$ cat src/rtl/dso_capture_ctrl.sv
// Acquisition controller: writes ADC samples into a circular RAM, enforces the pre-trigger fill, latches the trigger position.
// Write strobe/address/data appear 1 cycle after sample_valid; a low sample_valid stalls all counters.
module dso_capture_ctrl #(
    parameter int ADDR_W = 10,
    parameter int DATA_W = 8
) (
    input  logic              clk,
    input  logic              rst_n,
    input  logic              arm,
    input  logic              abort,
    input  logic [ADDR_W-1:0] pretrig_len,
    input  logic [ADDR_W-1:0] posttrig_len,
    input  logic [DATA_W-1:0] sample_in,
    input  logic              sample_valid,
    input  logic              edge_flag,
    input  logic              force_trig,
    output logic              wr_en,
    output logic [ADDR_W-1:0] wr_addr,
    output logic [DATA_W-1:0] wr_data,
    output logic [ADDR_W-1:0] trig_addr,
    output logic [ADDR_W-1:0] start_addr,
    output logic              busy,
    output logic              done,
    output logic [1:0]        state
);

    typedef enum logic [1:0] {
        S_IDLE  = 2'd0,
        S_PRE   = 2'd1,
        S_ARMED = 2'd2,
        S_POST  = 2'd3
    } state_t;

    state_t              state_q, state_d;
    logic [ADDR_W-1:0]   wp_q, wp_d;
    logic [ADDR_W-1:0]   pre_cnt_q, pre_cnt_d;
    logic [ADDR_W-1:0]   post_cnt_q, post_cnt_d;
    logic [ADDR_W-1:0]   pre_len_q, pre_len_d;
    logic [ADDR_W-1:0]   post_len_q, post_len_d;
    logic                wr_en_q, wr_en_d;
    logic [ADDR_W-1:0]   wr_addr_q, wr_addr_d;
    logic [DATA_W-1:0]   wr_data_q, wr_data_d;
    logic [ADDR_W-1:0]   trig_addr_q, trig_addr_d;
    logic [ADDR_W-1:0]   start_addr_q, start_addr_d;
    logic                busy_q, busy_d;
    logic                done_q, done_d;
    logic                write;
    logic [ADDR_W-1:0]   pre_cnt_inc;
    logic [ADDR_W-1:0]   post_target;

    assign pre_cnt_inc = pre_cnt_q + ADDR_W'(1);
    // A post length of 0 still records the trigger sample itself.
    assign post_target = (post_len_q == '0) ? ADDR_W'(1) : post_len_q;

    always_comb begin
        state_d      = state_q;
        wp_d         = wp_q;
        pre_cnt_d    = pre_cnt_q;
        post_cnt_d   = post_cnt_q;
        pre_len_d    = pre_len_q;
        post_len_d   = post_len_q;
        wr_en_d      = 1'b0;
        wr_addr_d    = wr_addr_q;
        wr_data_d    = wr_data_q;
        trig_addr_d  = trig_addr_q;
        start_addr_d = start_addr_q;
        done_d       = done_q;
        write        = 1'b0;

        if (abort) begin
            state_d = S_IDLE;
            done_d  = 1'b0;
        end else begin
            case (state_q)
                S_IDLE: begin
                    if (arm) begin
                        pre_len_d  = pretrig_len;
                        post_len_d = posttrig_len;
                        done_d     = 1'b0;
                        wp_d       = '0;
                        pre_cnt_d  = '0;
                        post_cnt_d = '0;
                        state_d    = (pretrig_len == '0) ? S_ARMED : S_PRE;
                    end
                end
                S_PRE: begin
                    if (sample_valid) begin
                        write     = 1'b1;
                        pre_cnt_d = pre_cnt_inc;
                        if (pre_cnt_inc == pre_len_q) begin
                            state_d = S_ARMED;
                        end
                    end
                end
                S_ARMED: begin
                    if (sample_valid) begin
                        write = 1'b1;
                        if (edge_flag || force_trig) begin
                            trig_addr_d  = wp_q;
                            start_addr_d = wp_q - pre_len_q;
                            post_cnt_d   = ADDR_W'(1);
                            state_d      = S_POST;
                        end
                    end
                end
                S_POST: begin
                    // Completion is taken one cycle after the final write was issued.
                    if (post_cnt_q == post_target) begin
                        state_d = S_IDLE;
                        done_d  = 1'b1;
                    end else if (sample_valid) begin
                        write      = 1'b1;
                        post_cnt_d = post_cnt_q + ADDR_W'(1);
                    end
                end
            endcase
        end

        if (write) begin
            wr_en_d   = 1'b1;
            wr_addr_d = wp_q;
            wr_data_d = sample_in;
            wp_d      = wp_q + ADDR_W'(1);
        end

        busy_d = (state_d != S_IDLE);
    end

    always_ff @(posedge clk or negedge rst_n) begin
        if (!rst_n) begin
            state_q      <= S_IDLE;
            wp_q         <= '0;
            pre_cnt_q    <= '0;
            post_cnt_q   <= '0;
            pre_len_q    <= '0;
            post_len_q   <= '0;
            wr_en_q      <= 1'b0;
            wr_addr_q    <= '0;
            wr_data_q    <= '0;
            trig_addr_q  <= '0;
            start_addr_q <= '0;
            busy_q       <= 1'b0;
            done_q       <= 1'b0;
        end else begin
            state_q      <= state_d;
            wp_q         <= wp_d;
            pre_cnt_q    <= pre_cnt_d;
            post_cnt_q   <= post_cnt_d;
            pre_len_q    <= pre_len_d;
            post_len_q   <= post_len_d;
            wr_en_q      <= wr_en_d;
            wr_addr_q    <= wr_addr_d;
            wr_data_q    <= wr_data_d;
            trig_addr_q  <= trig_addr_d;
            start_addr_q <= start_addr_d;
            busy_q       <= busy_d;
            done_q       <= done_d;
        end
    end

    assign wr_en      = wr_en_q;
    assign wr_addr    = wr_addr_q;
    assign wr_data    = wr_data_q;
    assign trig_addr  = trig_addr_q;
    assign start_addr = start_addr_q;
    assign busy       = busy_q;
    assign done       = done_q;
    assign state      = state_q;

endmodule

$ cat config.mk
export PLATFORM = sky130hd
export DESIGN_NAME = dso_capture_ctrl
export DESIGN_NICKNAME = d
export VERILOG_FILES = /design/src/rtl/dso_capture_ctrl.sv
export SDC_FILE = /design/constraint.sdc
export NUM_CORES = 1
export LEC_CHECK = 0
export CORE_UTILIZATION = 49
export CTS_CLUSTER_SIZE = 24
export DETAILED_ROUTE_END_ITERATION = 8
export PLACE_DENSITY = 0.76
export SLEW_MARGIN = 20
export SYNTH_ARGS = -nofsm -noshare
export SYNTH_HDL_FRONTEND = slang
export SYNTH_SLANG_ARGS = --single-unit
$ cat constraint.sdc
create_clock -name clk -period 2 [get_ports clk]
set_input_delay 0.4 -clock clk [delete_from_list [all_inputs] [get_ports clk]]
set_output_delay 0.4 -clock clk [all_outputs]
set_load 0.02 [all_outputs]
# Word-level counts from Yosys, hierarchy flattened

Cells that the tools add are included.

Register bits: 93

Bitwise gates (word level): 1
$add $sub $neg: 4
Equal/unequal tests: 14
Mux-type cells: 30
Reductions and logical operators: 17

Operator list:

| cell                                                  | number |
|---|---|
| 2-to-1 mux 10 bit                                     | 10 |
| adder 10 x 1 -> 10 bit, second input constant         | 3 |
| case mux 10 bit (3 select lines)                      | 1 |
| == test 10 bit                                        | 2 |
| zero test 10 bit                                      | 2 |
| case mux 10 bit (2 select lines)                      | 1 |
| 2-to-1 mux 2 bit                                      | 8 |
| inequality test 2 bit, second input constant          | 6 |
| subtractor 10 bit                                     | 1 |
| AND reduction 3 bit                                   | 3 |
| case mux 2 bit (4 select lines)                       | 1 |
| AND reduction 4 bit                                   | 2 |
| nonzero test 2 bit                                    | 4 |
| 2-to-1 mux 1 bit                                      | 7 |
| AND reduction 7 bit                                   | 1 |
| inequality test 3 bit, second input constant          | 2 |
| nonzero test 3 bit                                    | 2 |
| == test 2 bit, second input constant                  | 2 |
| case mux 1 bit (2 select lines)                       | 2 |
| == test 2 x 1 -> 1 bit, second input constant         | 1 |
| zero test 2 bit                                       | 1 |
| inequality test 2 x 1 -> 1 bit, second input constant | 1 |
| OR reduction 2 bit                                    | 1 |
| logical OR 1 bit                                      | 1 |
| inverter 1 bit                                        | 1 |

# Longest topological paths before layout

Gate-level depths: netlist of run 1.

Depth after elaboration: 8
Depth in mapped cells: 11

# Least setup slack after synthesis of run 1

Ideal clock, no wire load.

Kind: register -> register
Start point: register state_q[1] (netlist: state[1])
End point: register post_cnt_q[7]
Data required time: 1,869 ps
Cell stages (with the launch flop): 12
Path slack: -230 ps
Clock period less this slack: 2,230 ps
Arrival: 2,099 ps
Buffers on the path: 2
Path through: dfrtp_1 > inv_1 > ha_1 > buf_2 > nor2b_1 > nor2_1 > nand3_1 > a31oi_1 > buf_2 > nand4_1 > xor2_1 > nor2_1

Word-level cells in the longest chain between the ends: 3

Ends and longest elaborated chain:

| element                                                               | line | text |
|---|---|---|
| from (decl)                                                           | 34   | `state_t state_q, state_d;` |
| from (signal assigned)                                                | 145  | `state_q <= state_d;` |
| == test 2 bit or zero test 2 bit (tied branches)                      | 74   | `case (state_q)` |
| inequality test 2 bit (no line) or nonzero test 3 bit (tied branches) | -    |  |
| AND reduction 7 bit (no line)                                         | -    |  |
| to (signal assigned)                                                  | 148  | `post_cnt_q <= post_cnt_d;` |
| to (decl)                                                             | 37   | `logic [ADDR_W-1:0] post_cnt_q, post_cnt_d;` |

Several ways; a longest one is shown, not always the timed one.
A chain may end at the register's enable or synchronous reset.

# Worst setup path after layout of run 1

Start point: register wp_q[1]
End point: register start_addr_q[7] (netlist: start_addr[7])

Word-level cells in the longest chain between the ends: 1

Ends and longest elaborated chain:

| element                | line | text |
|---|---|---|
| from (decl)            | 35   | `logic [ADDR_W-1:0] wp_q, wp_d;` |
| from (signal assigned) | 146  | `wp_q <= wp_d;` |
| subtractor 10 bit      | 100  | `start_addr_d = wp_q - pre_len_q;` |
| to (signal assigned)   | 155  | `start_addr_q <= start_addr_d;` |
| to (decl)              | 44   | `logic [ADDR_W-1:0] start_addr_q, start_addr_d;` |

Every way passes these cells.

==> impl_metrics.tcl, run 1 <==
set metrics [dict create \
    seq_area_frac_synth_pct 46.6 \
    placed_cell_area_sq_um 6600 \
    clock-sinks 93 \
    arrival_ns 2.40 \
    power_frac_seq_pct 41.3 \
    via_per_inst 5.46 \
    reg2reg_depth 8 \
    clkPwrFrac_pct 24.3 \
    dieArea_sq_um 10600 \
    grt_pass1_vias 4431 \
    outcome "complete, but fails checks" \
    synth_area_leaders "dfrtp_1 47%, nand2_1 8.6%, mux2_2 4.1%" \
    routed_wl_mm 14.4 \
    syn_area_sq_um 5000 \
    maxCapViolations 0 \
    fin_skew_ns 0.0143 \
    yosysMostFrequentCell "nand2_1" \
    die_y_um 103 \
    period_needed_ns 2.10 \
    ys_top_cells_by_count "114 x nand2_1, 93 x dfrtp_1, 33 x o21ai_0" \
    floorplan.initialDensity_pct 50.9 \
    dr.pass1.iters 4 \
    clk_path_buf_depth 2 \
    fmax_mhz 475 \
    synth_area_per_cell_sq_um 9.22 \
    antenna_cells_inserted 0 \
    ios 78 \
    fp.dieW_um 103 \
    drv_slew 0 \
    power_leakage_nw 3.55 \
    grtUsageTotal_pct 26.1 \
    p_int_mw 3.69 \
    required_ns 2.29 \
    htreeDepth 3 \
    overflow 0 \
    min_path_cells 2 \
    fin_area_sq_um 7530 \
    yosys_most_used_dff "dfrtp_1" \
    grt_first_pass_wirelength_mm 21.0 \
    ant_nets 0 \
    dr.first_iter.drc_count 156 \
    numCtsBuffers 9 \
    gp_routability_congestion 0.870 \
    critical_path_class "flip-flop to flip-flop" \
    start_kind "flip-flop" \
    pwr-share-comb_pct 34.5 \
    drc 0 \
    wl_per_cell_um 16.7 \
    cts_tree "yes" \
    vias 4708 \
    switching_share_pct 33.4 \
    rows 36 \
    power.density_nw_per_um2 736 \
    hpwl_mm 9.70 \
    worstPathMaxFanout 3 \
    fin_nets 776 \
    cp-end-kind "flip-flop" \
    hold_violations 0 \
    synth_nets 594 \
    relSlewSlack_pct 67.3 \
    ir_drop_uv 481 \
    n_fill_cell 661 \
    antenna_found_initial 0 \
    insertion_delay_ns 0.39 \
    post-route-period-util_pct 105 \
    synth_seq_cells 93 \
    area_growth_pct 50.6 \
    yosysWarnings 0 \
    rsz0062_at_grt "yes" \
    port_buffers 77 \
    drive_gt1_share_pct 33.6 \
    whs_ns 0.484 \
    yosysTopAreaCellShare_pct 46.6 \
    yosysUniqueCellTypes 56 \
    yosysTopAreaCell "dfrtp_1" \
    grt_max_degree 37 \
    cts.clk_slew.worst_paths_ns 0.10 \
    cts-root-buf "clkbuf_8" \
    finalPower_mw 5.54 \
    hp-class "flip-flop to flip-flop" \
    tightest_slew_ns 0.490 \
    failed_checks "setup timing" \
    power_switching_mw 1.85 \
    core_area_sq_um 9820 \
    async_reset_ff_share_pct 100 \
    setup_viol 14 \
    synth_edf_count 0 \
    totalNegativeSetupSlack_ns -0.405 \
    synth_cells 542 \
    setup_ws_ns -0.103 \
]
==> worst max-delay path: stages (launching register included) <==
cell	delay [ns]
dfrtp_1	0.43
ha_1	0.33
nor2b_4	0.14
o21ai_2	0.15
a21oi_2	0.09
o21a_1	0.21
o311a_1	0.31
o21a_1	0.17
o31ai_1	0.19
==> layout by cell type (no fill, tap or decap), types with 19 or more instances in the layout <==
master and n:
nand2_1 80, nor2_1 27, inv_1 20, buf_4 99, nand2_2 21, xor2_1 19
dfrtp_1 90, clkdlybuf4s50_1 76, o21ai_0 21
==> registers in the layout, summed over array words and instances (netlist names) <==
name        cells
busy            1
done            1
post_cnt_q     10
post_len_q     10
pre_cnt_q      10
pre_len_q      10
start_addr     10
state           2
trig_addr      10
wp_q           10
wr_addr        10
wr_data         8
wr_en           1
==> layer usage <==
layer | global-route usage (%) | share of wire (%) | vias up
met4 | 10.7 | 3.0 | 0
li1 | - | - | 2254
met5 | 0 | 0 | -
met1 | 34.2 | 44 | 2303
met2 | 43.8 | 50 | 118
met3 | 3.59 | 3.7 | 33
==> worst paths after layout <==
check,startpoint,endpoint,slack (ns)
worst max register to register,wp_q[1]$_DFFE_PN0P_,start_addr[7]$_DFFE_PN0P_,-0.10
worst max-delay path,wp_q[1]$_DFFE_PN0P_,start_addr[7]$_DFFE_PN0P_,-0.10
max in group asynchronous,rst_n,wp_q[4]$_DFFE_PN0P_,0.94
worst min-delay path,wr_data[0]$_DFFE_PN0P_,wr_data[0]$_DFFE_PN0P_,0.48
worst min register to register,wr_data[0]$_DFFE_PN0P_,wr_data[0]$_DFFE_PN0P_,0.48
min in group asynchronous,rst_n,start_addr[5]$_DFFE_PN0P_,0.51
==> power by group through the flow <==
| stage | registers, mW | clock network [mW] | logic (mW) |
|---|---|---|---|
| after global placement | 2.29 | 0 | 1.53 |
| after CTS | 2.27 | 1.36 | 1.66 |
| final | 2.29 | 1.35 | 1.91 |
| after global routing | 2.31 | 1.43 | 2.08 |
| after detailed placement | 2.30 | 0 | 1.58 |
| after floorplan | 2.39 | 0 | 0.725 |
==> per-stage QoR <==
stage / worst slack, ns / std cells / util (%)
4_1_cts: -0.0807 / 844 / 70.6
6_report: -0.103 / 862 / 76.7
3_3_place_gp: -0.198 / 821 / 67.2
2_1_floorplan: -0.0149 / 542 / -
3_5_place_dp: -0.280 / 821 / 67.2
5_1_grt: -0.165 / 862 / 76.7
==> logic make-up after synthesis <==
kind of cell | after synthesis | share of synthesized area [%]
and+or+nand+nor | 227 | 21.0
AOI/OAI and AO/OA | 100 | 12.9
DFF | 93 | 46.6
buffers and inverters | 47 | 3.95
xor gates and xnor gates | 34 | 5.96
muxes | 24 | 5.26
adders and majority gates | 17 | 4.41
==> layout make-up <==
type	count	area (sq um)	share of cell area (%)
clock buffer	10	138	1.83
tap	133	166	2.21
inverter	25	96.3	1.28
timing repair buffer	192	1760	23.4
multi-input combinational	403	2970	39.4
sequential	93	2330	31.0
clock inverter	6	70.1	0.931
==> repair_timing <==
| action | 4_1_cts | 5_1_grt |
|---|---|---|
| setup buffers | 5 | 15 |
| resized for setup | 19 | 109 |
| endpoints found under the hold margin | 21 | 0 |
| setup endpoints to repair | 32 | 44 |
| pin swaps | 8 | 58 |
| gates cloned | 1 | 3 |
| hold buffers | 1 | 0 |
(Power assumes the default switching activity.)
==> run 2: changes to the inputs <==
--- a/config.mk
+++ b/config.mk
@@ -5,6 +5,7 @@
 export SDC_FILE = /design/constraint.sdc
 export NUM_CORES = 1
 export LEC_CHECK = 0
+export CORE_MARGIN = 5
 export CORE_UTILIZATION = 49
 export CTS_CLUSTER_SIZE = 24
 export DETAILED_ROUTE_END_ITERATION = 8
==> impl_metrics.tcl, run 2 (synthesis gave the netlist of run 1 again) <==
set metrics [dict create \
    layout_commonest_cell "buf_4" \
    routed_wl_mm 14.2 \
    clock-sinks 93 \
    maxCapViolations 0 \
    htreeDepth 3 \
    insertion_delay_ns 0.37 \
    period_needed_ns 2.09 \
    grtUsageTotal_pct 21.6 \
    drc 0 \
    antenna_cells_inserted 0 \
    numCtsBuffers 9 \
    failed_checks "setup timing" \
    rows 36 \
    outcome "complete, but fails checks" \
    pre_cts_slack_ns -0.256 \
    clk_path_buf_depth 2 \
    power_leakage_nw 3.44 \
    setup_viol 19 \
    cts_tree "yes" \
    floorplan.initialDensity_pct 50.7 \
    hp-class "flip-flop to flip-flop" \
    cts-root-buf "clkbuf_8" \
    required_ns 2.27 \
    drv_slew 0 \
    arrival_ns 2.36 \
    dieArea_sq_um 12300 \
    layout_common_cells "96 x buf_4, 91 x nand2_1, 90 x dfrtp_1, 76 x clkdlybuf4s50_1, 28 x nor2_1" \
    antenna_found_initial 0 \
    fin_nets 766 \
    hold_violations 0 \
    overflow 0 \
    gp_routability_congestion 0.884 \
    die_y_um 111 \
    core_area_sq_um 9860 \
    relSlewSlack_pct 72.7 \
    start_kind "flip-flop" \
    area_growth_pct 44.8 \
    ios 78 \
    fmax_mhz 478 \
    port_buffers 77 \
    setup_ws_ns -0.0901 \
    final_core_util_pct 73.4 \
    dr.first_iter.drc_count 265 \
    grt_max_degree 53 \
    post-route-period-util_pct 105 \
    hpwl_mm 9.72 \
    worstPathMaxFanout 3 \
    ir_drop_uv 363 \
    cp-end-kind "flip-flop" \
    dr.pass1.iters 4 \
    fin_skew_ns 0.00999 \
    grt_first_pass_wirelength_mm 22.0 \
    wl_per_cell_um 16.7 \
    power.density_nw_per_um2 730 \
    drive_gt1_share_pct 29.5 \
    grt_pass1_vias 4573 \
    tightest_slew_ns 0.406 \
    rsz0062_at_grt "yes" \
    vias 4608 \
    cts.clk_slew.worst_paths_ns 0.09 \
    via_per_inst 5.41 \
    ant_nets 0 \
    fp.dieW_um 111 \
    critical_path_class "flip-flop to flip-flop" \
]
[run 2: changes by cell type in the layout (fill, tap and decap cells not counted), sizes merged]
| cell | previous run | this run |
|---|---|---|
| clkinv | 4 | 1 |
| clkinvlp | 0 | 2 |
| o21ai | 35 | 34 |
| buf | 113 | 105 |
| bufinv | 1 | 0 |
[run 2: worst paths after layout]
check / start / endpoint / slack (ns) / cells after the start
worst min-delay path: wr_data[7]$_DFFE_PN0P_ / wr_data[7]$_DFFE_PN0P_ / 0.48 / 2
worst min register to register: wr_data[7]$_DFFE_PN0P_ / wr_data[7]$_DFFE_PN0P_ / 0.48 / 2
worst max register to register: wp_q[1]$_DFFE_PN0P_ / start_addr[7]$_DFFE_PN0P_ / -0.09 / 8
worst max-delay path: wp_q[1]$_DFFE_PN0P_ / start_addr[7]$_DFFE_PN0P_ / -0.09 / 8
max in group asynchronous: rst_n / post_cnt_q[1]$_DFFE_PN0P_ / 0.90 / 3
min in group asynchronous: rst_n / start_addr[6]$_DFFE_PN0P_ / 0.50 / 2
[run 2: repair_timing]
item | 4_1_cts | 5_1_grt
resized for setup | 19 | 76
hold buffers | 1 | 0
pin swaps | 12 | 45
endpoints found under the hold margin | 27 | 0
buffers inserted | 15 | 4
setup endpoints to repair | 37 | 48
cloned | 1 | 1
[run 2: worst max-delay path: stages (launching register included)]
cell	delay, ns
dfrtp_1	0.43
ha_1	0.33
nor2b_4	0.13
o21ai_2	0.16
a21oi_2	0.09
o21a_1	0.20
o311a_1	0.32
o21a_1	0.17
o31ai_1	0.17
[run 2: metrics by stage]
stage	std cells	TNS (ns)	instance area (sq um)	hold WS, ns	power [mW]
CTS	846	-0.156	6890	0.491	5.15
global route	851	-6.02	7240	0.510	5.57
floorplan	542	-0.0282	5040	0.104	3.11
global placement	814	-3.74	6520	0.353	3.78
finish	851	-0.443	7240	0.483	5.28
detailed placement	814	-6.82	6520	0.359	3.84
[run 2: layout make-up]
class	count	area, sq um
Clock buffer	11	141
Clock inverter	4	32.5
Fill cell	702	2630
Inverter	25	96.3
Multi-Input combinational cell	402	2830
Sequential cell	93	2330
Tap cell	133	166
Timing Repair Buffer	183	1640
[run 2: power by group]
| group | leakage (nW) | internal, mW | switching [mW] |
|---|---|---|---|
| clock network | 0.0820 | 0.487 | 0.695 |
| logic | 2.11 | 0.937 | 0.894 |
| registers | 1.24 | 2.09 | 0.180 |
| total | 3.44 | 3.51 | 1.77 |
[run 2: per-layer routing]
| metal | up-vias | part of all wire [%] | global-route usage, % |
|---|---|---|---|
| li1 | 2214 | - | - |
| met3 | 15 | 4.4 | 4.69 |
| met4 | 0 | 1.3 | 6.16 |
| met2 | 129 | 51 | 36.4 |
| met1 | 2250 | 43 | 28.0 |
| met5 | - | 0 | 0 |
==> run 3: changes to the inputs <==
--- a/config.mk
+++ b/config.mk
@@ -5,6 +5,7 @@
 export SDC_FILE = /design/constraint.sdc
 export NUM_CORES = 1
 export LEC_CHECK = 0
+export CAP_MARGIN = 20
 export CORE_MARGIN = 5
 export CORE_UTILIZATION = 49
 export CTS_CLUSTER_SIZE = 24
==> results of run 3 <==
The final DEF is identical to that of run 2; final timing and power are the same.
